==> config.mk <==
export PLATFORM = sky130hd
export DESIGN_NAME = tlb_maint_seq_flat
export DESIGN_NICKNAME = d
export VERILOG_FILES = /design/src/rtl/tlb_maint_if.sv /design/src/rtl/tlb_maint_seq.sv /design/src/flat_wrapper.sv
export SDC_FILE = /design/constraint.sdc
export NUM_CORES = 1
export LEC_CHECK = 0
export BUFFER_PORTS_ARGS = -buffer_cell sky130_fd_sc_hd__buf_2
export CORE_MARGIN = 5
export CORE_UTILIZATION = 45
export DETAILED_ROUTE_END_ITERATION = 8
export PLACE_DENSITY = 0.84
export SLEW_MARGIN = 30
export SYNTH_ARGS = -nofsm -noshare
export SYNTH_HDL_FRONTEND = slang
export SYNTH_SLANG_ARGS = --single-unit
==> constraint.sdc <==
create_clock -name clk -period 3.6 [get_ports clk]
set_input_delay 0.18 -clock clk [delete_from_list [all_inputs] [get_ports clk]]
set_output_delay 0.18 -clock clk [all_outputs]
set_load 0.01 [all_outputs]
==> src/rtl/tlb_maint_if.sv <==
// Maintenance-port bundle between the EX-stage privilege FSM / TLB array
// and the TLB maintenance sequencer.
interface tlb_maint_if #(
  parameter int IDX_W = 4
);
  logic             tlbsrch_valid, tlbrd_valid, tlbwr_valid, tlbfill_valid, invtlb_valid;
  logic             tlbsrch_ready, tlbrd_ready, tlbwr_ready, tlbfill_ready, invtlb_ready;
  logic [4:0]       invtlb_op;
  logic [9:0]       invtlb_asid;
  logic [18:0]      invtlb_va;
  logic [IDX_W-1:0] csr_tlbidx_index;
  logic [9:0]       csr_asid;
  logic [18:0]      csr_tlbehi_vppn;
  logic             srch_we, srch_hit;
  logic [IDX_W-1:0] srch_index;
  logic             csr_rd_we;
  logic             tlb_rd_en;
  logic [IDX_W-1:0] tlb_rd_idx;
  logic             tlb_rd_e, tlb_rd_g, tlb_rd_ps;
  logic [9:0]       tlb_rd_asid;
  logic [18:0]      tlb_rd_vppn;
  logic             tlb_we;
  logic [IDX_W-1:0] tlb_w_idx;
  logic             tlb_w_inv;
  logic             tlb_busy;

  // Sequencer side
  modport slave (
    input  tlbsrch_valid, tlbrd_valid, tlbwr_valid, tlbfill_valid, invtlb_valid,
    input  invtlb_op, invtlb_asid, invtlb_va, csr_tlbidx_index, csr_asid, csr_tlbehi_vppn,
    input  tlb_rd_e, tlb_rd_g, tlb_rd_ps, tlb_rd_asid, tlb_rd_vppn,
    output tlbsrch_ready, tlbrd_ready, tlbwr_ready, tlbfill_ready, invtlb_ready,
    output srch_we, srch_hit, srch_index, csr_rd_we, tlb_rd_en, tlb_rd_idx,
    output tlb_we, tlb_w_idx, tlb_w_inv, tlb_busy
  );

  // Requester / array side
  modport master (
    output tlbsrch_valid, tlbrd_valid, tlbwr_valid, tlbfill_valid, invtlb_valid,
    output invtlb_op, invtlb_asid, invtlb_va, csr_tlbidx_index, csr_asid, csr_tlbehi_vppn,
    output tlb_rd_e, tlb_rd_g, tlb_rd_ps, tlb_rd_asid, tlb_rd_vppn,
    input  tlbsrch_ready, tlbrd_ready, tlbwr_ready, tlbfill_ready, invtlb_ready,
    input  srch_we, srch_hit, srch_index, csr_rd_we, tlb_rd_en, tlb_rd_idx,
    input  tlb_we, tlb_w_idx, tlb_w_inv, tlb_busy
  );
endinterface

==> src/rtl/tlb_maint_seq.sv <==
// TLB maintenance sequencer: serialises TLBSRCH/TLBRD/TLBWR/TLBFILL/INVTLB
// against the array. Searches and invalidations walk one entry per cycle,
// comparing the entry read in the previous cycle. Outputs are decoded
// combinationally from the current state and walk counter.
module tlb_maint_seq #(
  parameter int TLBNUM = 16,
  parameter int IDX_W  = 4
) (
  input  logic        clk,
  input  logic        rst,
  tlb_maint_if.slave  m_if
);

  typedef enum logic [2:0] {
    S_IDLE    = 3'd0,
    S_SRCH    = 3'd1,
    S_RD      = 3'd2,
    S_RD_RESP = 3'd3,
    S_WR      = 3'd4,
    S_FILL    = 3'd5,
    S_INV     = 3'd6
  } state_t;

  localparam logic [IDX_W:0] K_LAST = (IDX_W+1)'(TLBNUM);

  state_t           state_q, state_d;
  logic [IDX_W:0]   k_q, k_d;
  logic [IDX_W-1:0] fill_ctr_q;
  logic [IDX_W-1:0] fill_idx_q, fill_idx_d;
  logic [4:0]       inv_op_q, inv_op_d;
  logic [9:0]       inv_asid_q, inv_asid_d;
  logic [18:0]      inv_va_q, inv_va_d;

  logic [IDX_W-1:0] prev_idx_s;
  logic             srch_hit_s;
  logic             inv_sel_s;

  // VPPN compare; a 4 MB page ignores the low 9 VPPN bits
  function automatic logic vppn_eq(input logic ps, input logic [18:0] a, input logic [18:0] b);
    if (ps) vppn_eq = (a[18:9] == b[18:9]);
    else    vppn_eq = (a == b);
  endfunction

  // INVTLB selection of one entry given its flags and compare results
  function automatic logic inv_select(input logic [4:0] op, input logic e, input logic g,
                                      input logic asid_eq, input logic va_eq);
    case (op)
      5'd0, 5'd1: inv_select = e;
      5'd2:       inv_select = e & g;
      5'd3:       inv_select = e & ~g;
      5'd4:       inv_select = e & ~g & asid_eq;
      5'd5:       inv_select = e & ~g & asid_eq & va_eq;
      5'd6:       inv_select = e & (g | asid_eq) & va_eq;
      default:    inv_select = 1'b0;
    endcase
  endfunction

  // The entry whose data is on the read bus is the one requested last cycle
  assign prev_idx_s = k_q[IDX_W-1:0] - IDX_W'(1);
  assign srch_hit_s = m_if.tlb_rd_e
                    & (m_if.tlb_rd_g | (m_if.tlb_rd_asid == m_if.csr_asid))
                    & vppn_eq(m_if.tlb_rd_ps, m_if.tlb_rd_vppn, m_if.csr_tlbehi_vppn);
  assign inv_sel_s  = inv_select(inv_op_q, m_if.tlb_rd_e, m_if.tlb_rd_g,
                                 m_if.tlb_rd_asid == inv_asid_q,
                                 vppn_eq(m_if.tlb_rd_ps, m_if.tlb_rd_vppn, inv_va_q));

  // State, walk counter, free-running fill counter and captured INVTLB operands
  always_ff @(posedge clk or posedge rst) begin
    if (rst) begin
      state_q    <= S_IDLE;
      k_q        <= '0;
      fill_ctr_q <= '0;
      fill_idx_q <= '0;
      inv_op_q   <= 5'd0;
      inv_asid_q <= 10'd0;
      inv_va_q   <= 19'd0;
    end else begin
      state_q    <= state_d;
      k_q        <= k_d;
      fill_ctr_q <= fill_ctr_q + IDX_W'(1);
      fill_idx_q <= fill_idx_d;
      inv_op_q   <= inv_op_d;
      inv_asid_q <= inv_asid_d;
      inv_va_q   <= inv_va_d;
    end
  end

  // Next-state and output decode
  always_comb begin
    state_d    = state_q;
    k_d        = k_q;
    fill_idx_d = fill_idx_q;
    inv_op_d   = inv_op_q;
    inv_asid_d = inv_asid_q;
    inv_va_d   = inv_va_q;

    m_if.tlbsrch_ready = 1'b0;
    m_if.tlbrd_ready   = 1'b0;
    m_if.tlbwr_ready   = 1'b0;
    m_if.tlbfill_ready = 1'b0;
    m_if.invtlb_ready  = 1'b0;
    m_if.srch_we       = 1'b0;
    m_if.srch_hit      = 1'b0;
    m_if.srch_index    = '0;
    m_if.csr_rd_we     = 1'b0;
    m_if.tlb_rd_en     = 1'b0;
    m_if.tlb_rd_idx    = '0;
    m_if.tlb_we        = 1'b0;
    m_if.tlb_w_idx     = '0;
    m_if.tlb_w_inv     = 1'b0;
    m_if.tlb_busy      = (state_q != S_IDLE);

    case (state_q)
      S_IDLE: begin
        if (m_if.tlbsrch_valid) begin
          state_d = S_SRCH;
          k_d     = '0;
        end else if (m_if.tlbrd_valid) begin
          state_d = S_RD;
        end else if (m_if.tlbwr_valid) begin
          state_d = S_WR;
        end else if (m_if.tlbfill_valid) begin
          state_d    = S_FILL;
          fill_idx_d = fill_ctr_q;
        end else if (m_if.invtlb_valid) begin
          state_d    = S_INV;
          k_d        = '0;
          inv_op_d   = m_if.invtlb_op;
          inv_asid_d = m_if.invtlb_asid;
          inv_va_d   = m_if.invtlb_va;
        end else begin
          state_d = S_IDLE;
        end
      end
      S_SRCH: begin
        if (k_q < K_LAST) begin
          m_if.tlb_rd_en  = 1'b1;
          m_if.tlb_rd_idx = k_q[IDX_W-1:0];
        end else begin
          m_if.tlb_rd_en  = 1'b0;
        end
        // A hit ends the walk at once; the read issued this cycle is dropped
        if ((k_q != '0) && srch_hit_s) begin
          m_if.srch_we       = 1'b1;
          m_if.srch_hit      = 1'b1;
          m_if.srch_index    = prev_idx_s;
          m_if.tlbsrch_ready = 1'b1;
          state_d            = S_IDLE;
        end else if (k_q == K_LAST) begin
          m_if.srch_we       = 1'b1;
          m_if.tlbsrch_ready = 1'b1;
          state_d            = S_IDLE;
        end else begin
          k_d = k_q + (IDX_W+1)'(1);
        end
      end
      S_RD: begin
        m_if.tlb_rd_en  = 1'b1;
        m_if.tlb_rd_idx = m_if.csr_tlbidx_index;
        state_d         = S_RD_RESP;
      end
      S_RD_RESP: begin
        m_if.csr_rd_we   = 1'b1;
        m_if.tlbrd_ready = 1'b1;
        state_d          = S_IDLE;
      end
      S_WR: begin
        m_if.tlb_we      = 1'b1;
        m_if.tlb_w_idx   = m_if.csr_tlbidx_index;
        m_if.tlbwr_ready = 1'b1;
        state_d          = S_IDLE;
      end
      S_FILL: begin
        m_if.tlb_we        = 1'b1;
        m_if.tlb_w_idx     = fill_idx_q;
        m_if.tlbfill_ready = 1'b1;
        state_d            = S_IDLE;
      end
      S_INV: begin
        if (inv_op_q >= 5'd7) begin
          m_if.invtlb_ready = 1'b1;
          state_d           = S_IDLE;
        end else begin
          if (k_q < K_LAST) begin
            m_if.tlb_rd_en  = 1'b1;
            m_if.tlb_rd_idx = k_q[IDX_W-1:0];
          end else begin
            m_if.tlb_rd_en  = 1'b0;
          end
          // Clearing entry k-1 uses the write port, so it never collides with reading entry k
          if ((k_q != '0) && inv_sel_s) begin
            m_if.tlb_we    = 1'b1;
            m_if.tlb_w_inv = 1'b1;
            m_if.tlb_w_idx = prev_idx_s;
          end else begin
            m_if.tlb_we    = 1'b0;
          end
          if (k_q == K_LAST) begin
            m_if.invtlb_ready = 1'b1;
            state_d           = S_IDLE;
          end else begin
            k_d = k_q + (IDX_W+1)'(1);
          end
        end
      end
      default: begin
        state_d = S_IDLE;
      end
    endcase
  end

endmodule

==> src/flat_wrapper.sv <==
// flat-port wrapper written by rule: the top's interface ports become plain ports
module tlb_maint_seq_flat 
#(
  parameter int TLBNUM = 16,
  parameter int IDX_W  = 4
)
  (clk, rst, m_if_tlbsrch_valid, m_if_tlbrd_valid, m_if_tlbwr_valid, m_if_tlbfill_valid, m_if_invtlb_valid, m_if_invtlb_op, m_if_invtlb_asid, m_if_invtlb_va, m_if_csr_tlbidx_index, m_if_csr_asid, m_if_csr_tlbehi_vppn, m_if_tlb_rd_e, m_if_tlb_rd_g, m_if_tlb_rd_ps, m_if_tlb_rd_asid, m_if_tlb_rd_vppn, m_if_tlbsrch_ready, m_if_tlbrd_ready, m_if_tlbwr_ready, m_if_tlbfill_ready, m_if_invtlb_ready, m_if_srch_we, m_if_srch_hit, m_if_srch_index, m_if_csr_rd_we, m_if_tlb_rd_en, m_if_tlb_rd_idx, m_if_tlb_we, m_if_tlb_w_idx, m_if_tlb_w_inv, m_if_tlb_busy);
  tlb_maint_if #(.IDX_W(IDX_W)) m_if_i ();
  input  logic clk;
  input  logic rst;
  input wire logic [$bits(m_if_i.tlbsrch_valid)-1:0] m_if_tlbsrch_valid;
  input wire logic [$bits(m_if_i.tlbrd_valid)-1:0] m_if_tlbrd_valid;
  input wire logic [$bits(m_if_i.tlbwr_valid)-1:0] m_if_tlbwr_valid;
  input wire logic [$bits(m_if_i.tlbfill_valid)-1:0] m_if_tlbfill_valid;
  input wire logic [$bits(m_if_i.invtlb_valid)-1:0] m_if_invtlb_valid;
  input wire logic [$bits(m_if_i.invtlb_op)-1:0] m_if_invtlb_op;
  input wire logic [$bits(m_if_i.invtlb_asid)-1:0] m_if_invtlb_asid;
  input wire logic [$bits(m_if_i.invtlb_va)-1:0] m_if_invtlb_va;
  input wire logic [$bits(m_if_i.csr_tlbidx_index)-1:0] m_if_csr_tlbidx_index;
  input wire logic [$bits(m_if_i.csr_asid)-1:0] m_if_csr_asid;
  input wire logic [$bits(m_if_i.csr_tlbehi_vppn)-1:0] m_if_csr_tlbehi_vppn;
  input wire logic [$bits(m_if_i.tlb_rd_e)-1:0] m_if_tlb_rd_e;
  input wire logic [$bits(m_if_i.tlb_rd_g)-1:0] m_if_tlb_rd_g;
  input wire logic [$bits(m_if_i.tlb_rd_ps)-1:0] m_if_tlb_rd_ps;
  input wire logic [$bits(m_if_i.tlb_rd_asid)-1:0] m_if_tlb_rd_asid;
  input wire logic [$bits(m_if_i.tlb_rd_vppn)-1:0] m_if_tlb_rd_vppn;
  output wire logic [$bits(m_if_i.tlbsrch_ready)-1:0] m_if_tlbsrch_ready;
  output wire logic [$bits(m_if_i.tlbrd_ready)-1:0] m_if_tlbrd_ready;
  output wire logic [$bits(m_if_i.tlbwr_ready)-1:0] m_if_tlbwr_ready;
  output wire logic [$bits(m_if_i.tlbfill_ready)-1:0] m_if_tlbfill_ready;
  output wire logic [$bits(m_if_i.invtlb_ready)-1:0] m_if_invtlb_ready;
  output wire logic [$bits(m_if_i.srch_we)-1:0] m_if_srch_we;
  output wire logic [$bits(m_if_i.srch_hit)-1:0] m_if_srch_hit;
  output wire logic [$bits(m_if_i.srch_index)-1:0] m_if_srch_index;
  output wire logic [$bits(m_if_i.csr_rd_we)-1:0] m_if_csr_rd_we;
  output wire logic [$bits(m_if_i.tlb_rd_en)-1:0] m_if_tlb_rd_en;
  output wire logic [$bits(m_if_i.tlb_rd_idx)-1:0] m_if_tlb_rd_idx;
  output wire logic [$bits(m_if_i.tlb_we)-1:0] m_if_tlb_we;
  output wire logic [$bits(m_if_i.tlb_w_idx)-1:0] m_if_tlb_w_idx;
  output wire logic [$bits(m_if_i.tlb_w_inv)-1:0] m_if_tlb_w_inv;
  output wire logic [$bits(m_if_i.tlb_busy)-1:0] m_if_tlb_busy;
  assign m_if_i.tlbsrch_valid = m_if_tlbsrch_valid;
  assign m_if_i.tlbrd_valid = m_if_tlbrd_valid;
  assign m_if_i.tlbwr_valid = m_if_tlbwr_valid;
  assign m_if_i.tlbfill_valid = m_if_tlbfill_valid;
  assign m_if_i.invtlb_valid = m_if_invtlb_valid;
  assign m_if_i.invtlb_op = m_if_invtlb_op;
  assign m_if_i.invtlb_asid = m_if_invtlb_asid;
  assign m_if_i.invtlb_va = m_if_invtlb_va;
  assign m_if_i.csr_tlbidx_index = m_if_csr_tlbidx_index;
  assign m_if_i.csr_asid = m_if_csr_asid;
  assign m_if_i.csr_tlbehi_vppn = m_if_csr_tlbehi_vppn;
  assign m_if_i.tlb_rd_e = m_if_tlb_rd_e;
  assign m_if_i.tlb_rd_g = m_if_tlb_rd_g;
  assign m_if_i.tlb_rd_ps = m_if_tlb_rd_ps;
  assign m_if_i.tlb_rd_asid = m_if_tlb_rd_asid;
  assign m_if_i.tlb_rd_vppn = m_if_tlb_rd_vppn;
  assign m_if_tlbsrch_ready = m_if_i.tlbsrch_ready;
  assign m_if_tlbrd_ready = m_if_i.tlbrd_ready;
  assign m_if_tlbwr_ready = m_if_i.tlbwr_ready;
  assign m_if_tlbfill_ready = m_if_i.tlbfill_ready;
  assign m_if_invtlb_ready = m_if_i.invtlb_ready;
  assign m_if_srch_we = m_if_i.srch_we;
  assign m_if_srch_hit = m_if_i.srch_hit;
  assign m_if_srch_index = m_if_i.srch_index;
  assign m_if_csr_rd_we = m_if_i.csr_rd_we;
  assign m_if_tlb_rd_en = m_if_i.tlb_rd_en;
  assign m_if_tlb_rd_idx = m_if_i.tlb_rd_idx;
  assign m_if_tlb_we = m_if_i.tlb_we;
  assign m_if_tlb_w_idx = m_if_i.tlb_w_idx;
  assign m_if_tlb_w_inv = m_if_i.tlb_w_inv;
  assign m_if_tlb_busy = m_if_i.tlb_busy;
  tlb_maint_seq #(.TLBNUM(TLBNUM), .IDX_W(IDX_W)) u_core (.clk(clk), .rst(rst), .m_if(m_if_i));
endmodule
==> reports/results.ini <==
[timing]
min_period_ns=2.76
maxSlewViolCount=0
finalHoldViolCount=0
fmax_ghz=0.363
slew_headroom_pct=58.7
fin_setup_tns_ns=0
grt_setup_unrepaired=false
whs_ns=0.0780
period_share_pct=76.5
tightest_slew_ns=0.620
setup_viol=0
fin_skew_ns=0.00565

[global_route]
grt_max_degree=51
grt_pass1_wl_mm=13.5
gr-total-overflow=0
grt_use_total_pct=19.4
antenna_found_initial=0
grt_pass1_vias=2933

[yosys]
synth_compound_area_share_pct=8.46
synth_edf_count=0
synth-seq-cells=50
ys_async_sr_fraction_pct=100
synth_top_area_share_pct=40.7
syn_area_um2=3080
syn_avg_cell_area_um2=10.7
ys_warn_count=0
yosysTopAreaCell=dfrtp_1
yosysSeqAreaShare_pct=40.7
synthTopCellsByArea=dfrtp_1 (41%), xor2_1 (10%), mux2_1 (8.8%), xnor2_1 (8.3%), mux2_2 (5.1%)
synthFlopType=dfrtp_1
synth_fa_ha_area_share_pct=1.63
synthSimpleGateAreaFrac_pct=13.1
synthXorXnorAreaFrac_pct=18.2
syn_inst=288
synth_fp_nets=398
synthMuxAreaShare_pct=15.0
ys_types=49
synth_top_family_by_area=XOR/XNOR gates

[detailed_routing]
route.antenna.remaining_nets=0
drc=0
route.met3.wl_um=529
wl_met1_mm=3.27
top_layer_used=met4
drtIter0Drc=80
num_vias=2648
wl_per_cell_um=16.2
drt_first_pass_iters=4
wl_met2_mm=4.11
routed_wl_mm=8.05
viasPerCell=5.32

[flow_run]
drv_cap=0

[setup_path]
end_kind=output pin
rrSetupSlack_ns=1.15
cp_data_arrival_time_ns=2.58
worstPathMaxFanout=6
crit_type=flip-flop to output pin
worst_setup_path_start_kind=flip-flop
worst_ep_required_time_ns=3.42

[place]
port_buffers=129
dp.cells=489
hpwl_mm=6.57
gp_congestion=0.882

[clock_tree]
cts_made_buffers=5
cts-htree-levels=2
ctsResizeCount=0
cts_max_path_buffers=2
postCtsSetupBuffers=0
cts-hold-fix-buffers=1
path_clk_slew_ns=0.09
cts_sinks=50
tritoncts=yes
clk_latency_ns=0.31
cts_root_buffer=clkbuf_8

[final_layout]
diodes=0
fillers=603
drive_gt1_share_pct=38.5
area_delta_synth_final_pct=26.6
nets=527
final_cell_count_no_fill=498
final_core_util_pct=58.0

[floorplan]
core_region_area_um2=6720
die_x_um=92.7
rows=30
die_h_um=92.7
die-area_um2=8590
ios=130
initial_core_util_pct=45.8

[power]
power_mw=2.24
power_leakage_nw=1.99
power_density_nw_per_um2=574
irDropWorstVdd_mv=0.294

[status]
outcome=finished, final reports clean

[worst_hold_path]
hold_path.class=primary input to flip-flop

==> final cells by class <==
type                            instances  area (um^2)  area share [%]
Tap cell                               80          100            2.57
Clock buffer                            6         82.6            2.12
Clock inverter                          2         16.3           0.417
Inverter                               10         45.0            1.16
Multi-Input combinational cell        219         1740            44.6
Timing Repair Buffer                  131          663            17.0
Sequential cell                        50         1250            32.1
==> sequential cells by signal (all words and copies together) (netlist names) <==
signal	cells
u_core.fill_idx_q	4
u_core.inv_va_q	19
u_core.fill_ctr_q	4
u_core.inv_op_q	5
u_core.inv_asid_q	10
u_core.k_q	5
u_core.state_q	3
==> where the power goes <==
part / leakage (nW) / total, mW / switching, mW / internal [mW]
Clock: 0.0478 / 0.354 / 0.196 / 0.159
Sequential: 0.652 / 0.990 / 0.206 / 0.784
Combinational: 1.29 / 0.893 / 0.427 / 0.466
==> cells in the final DEF (no fill, tap or decap), drive strengths merged, types with 3 or more instances in the layout <==
master    n
o21ai     4
nor4      7
nand2    13
a22oi     3
xor2     35
and2      4
xnor2    29
nor2     19
dfrtp    50
clkbuf    6
a22o      4
a41oi     3
or3       3
inv      10
buf     130
ha        4
nand3     6
o22ai     3
nand4     5
a21oi     3
or2       3
nor3      7
mux2     39
==> synth_stat cells (3+ instances only) <==
cell type / count
buf_2: 4
nor3_1: 6
inv_1: 9
xnor2_1: 29
and2_1: 4
a41oi_1: 3
o21ai_1: 4
nand2_1: 13
mux2_1: 24
nand3_1: 6
ha_1: 4
a22o_1: 4
a21oi_1: 3
or3_1: 3
dfrtp_1: 50
xor2_1: 35
mux2_2: 14
nor4_1: 7
nand4_1: 5
nor2_1: 18
clkbuf_1: 3
a22oi_1: 3
==> kinds of logic (layout without fill, tap and decap cells) <==
family,count (synthesis),after routing
AOI/OAI and AO/OA,34,34
xor gates and xnor gates,64,64
adders and majority gates,4,4
buffers and inverters,19,149
DFF,50,50
muxes,41,41
and+or+nand+nor,76,76
==> metrics by stage <==
stage	setup WS, ns	cell area [um^2]
6_report	0.844	3900
3_3_place_gp	1.26	3780
2_1_floorplan	1.27	3080
3_5_place_dp	1.19	3790
5_1_grt	0.567	3900
4_1_cts	0.862	3900
==> critical path, cell delays in order (launching register included) <==
cell,delay (ns)
dfrtp_1,0.42
nor2_1,0.15
nand2_1,0.09
or4_1,0.52
a2111oi_0,0.47
o21ai_1,0.27
o22ai_1,0.18
buf_2,0.17
==> path summary, 6_finish.rpt <==
| path | start | depth (start not counted) | end |
|---|---|---|---|
| worst min register to register | u_core.fill_ctr_q[3] | 1 | u_core.fill_ctr_q[3] |
| max in group asynchronous | rst | 3 | u_core.fill_ctr_q[3] |
| min in group asynchronous | rst | 3 | u_core.inv_asid_q[3] |
| worst max-delay path | u_core.inv_op_q[4] | 7 | m_if_tlb_w_idx[2] |
| worst max register to register | u_core.k_q[0] | 9 | u_core.k_q[0] |
| worst min-delay path | m_if_invtlb_va[4] | 2 | u_core.inv_va_q[4] |
==> metal layers <==
layer | track usage [%] | vias up
li1 | - | 1272
met1 | 23.5 | 1262
met2 | 34.6 | 101
met3 | 4.22 | 13
met4 | 5.37 | 0
met5 | 0 | -
Power figures use the tool's default switching activity.
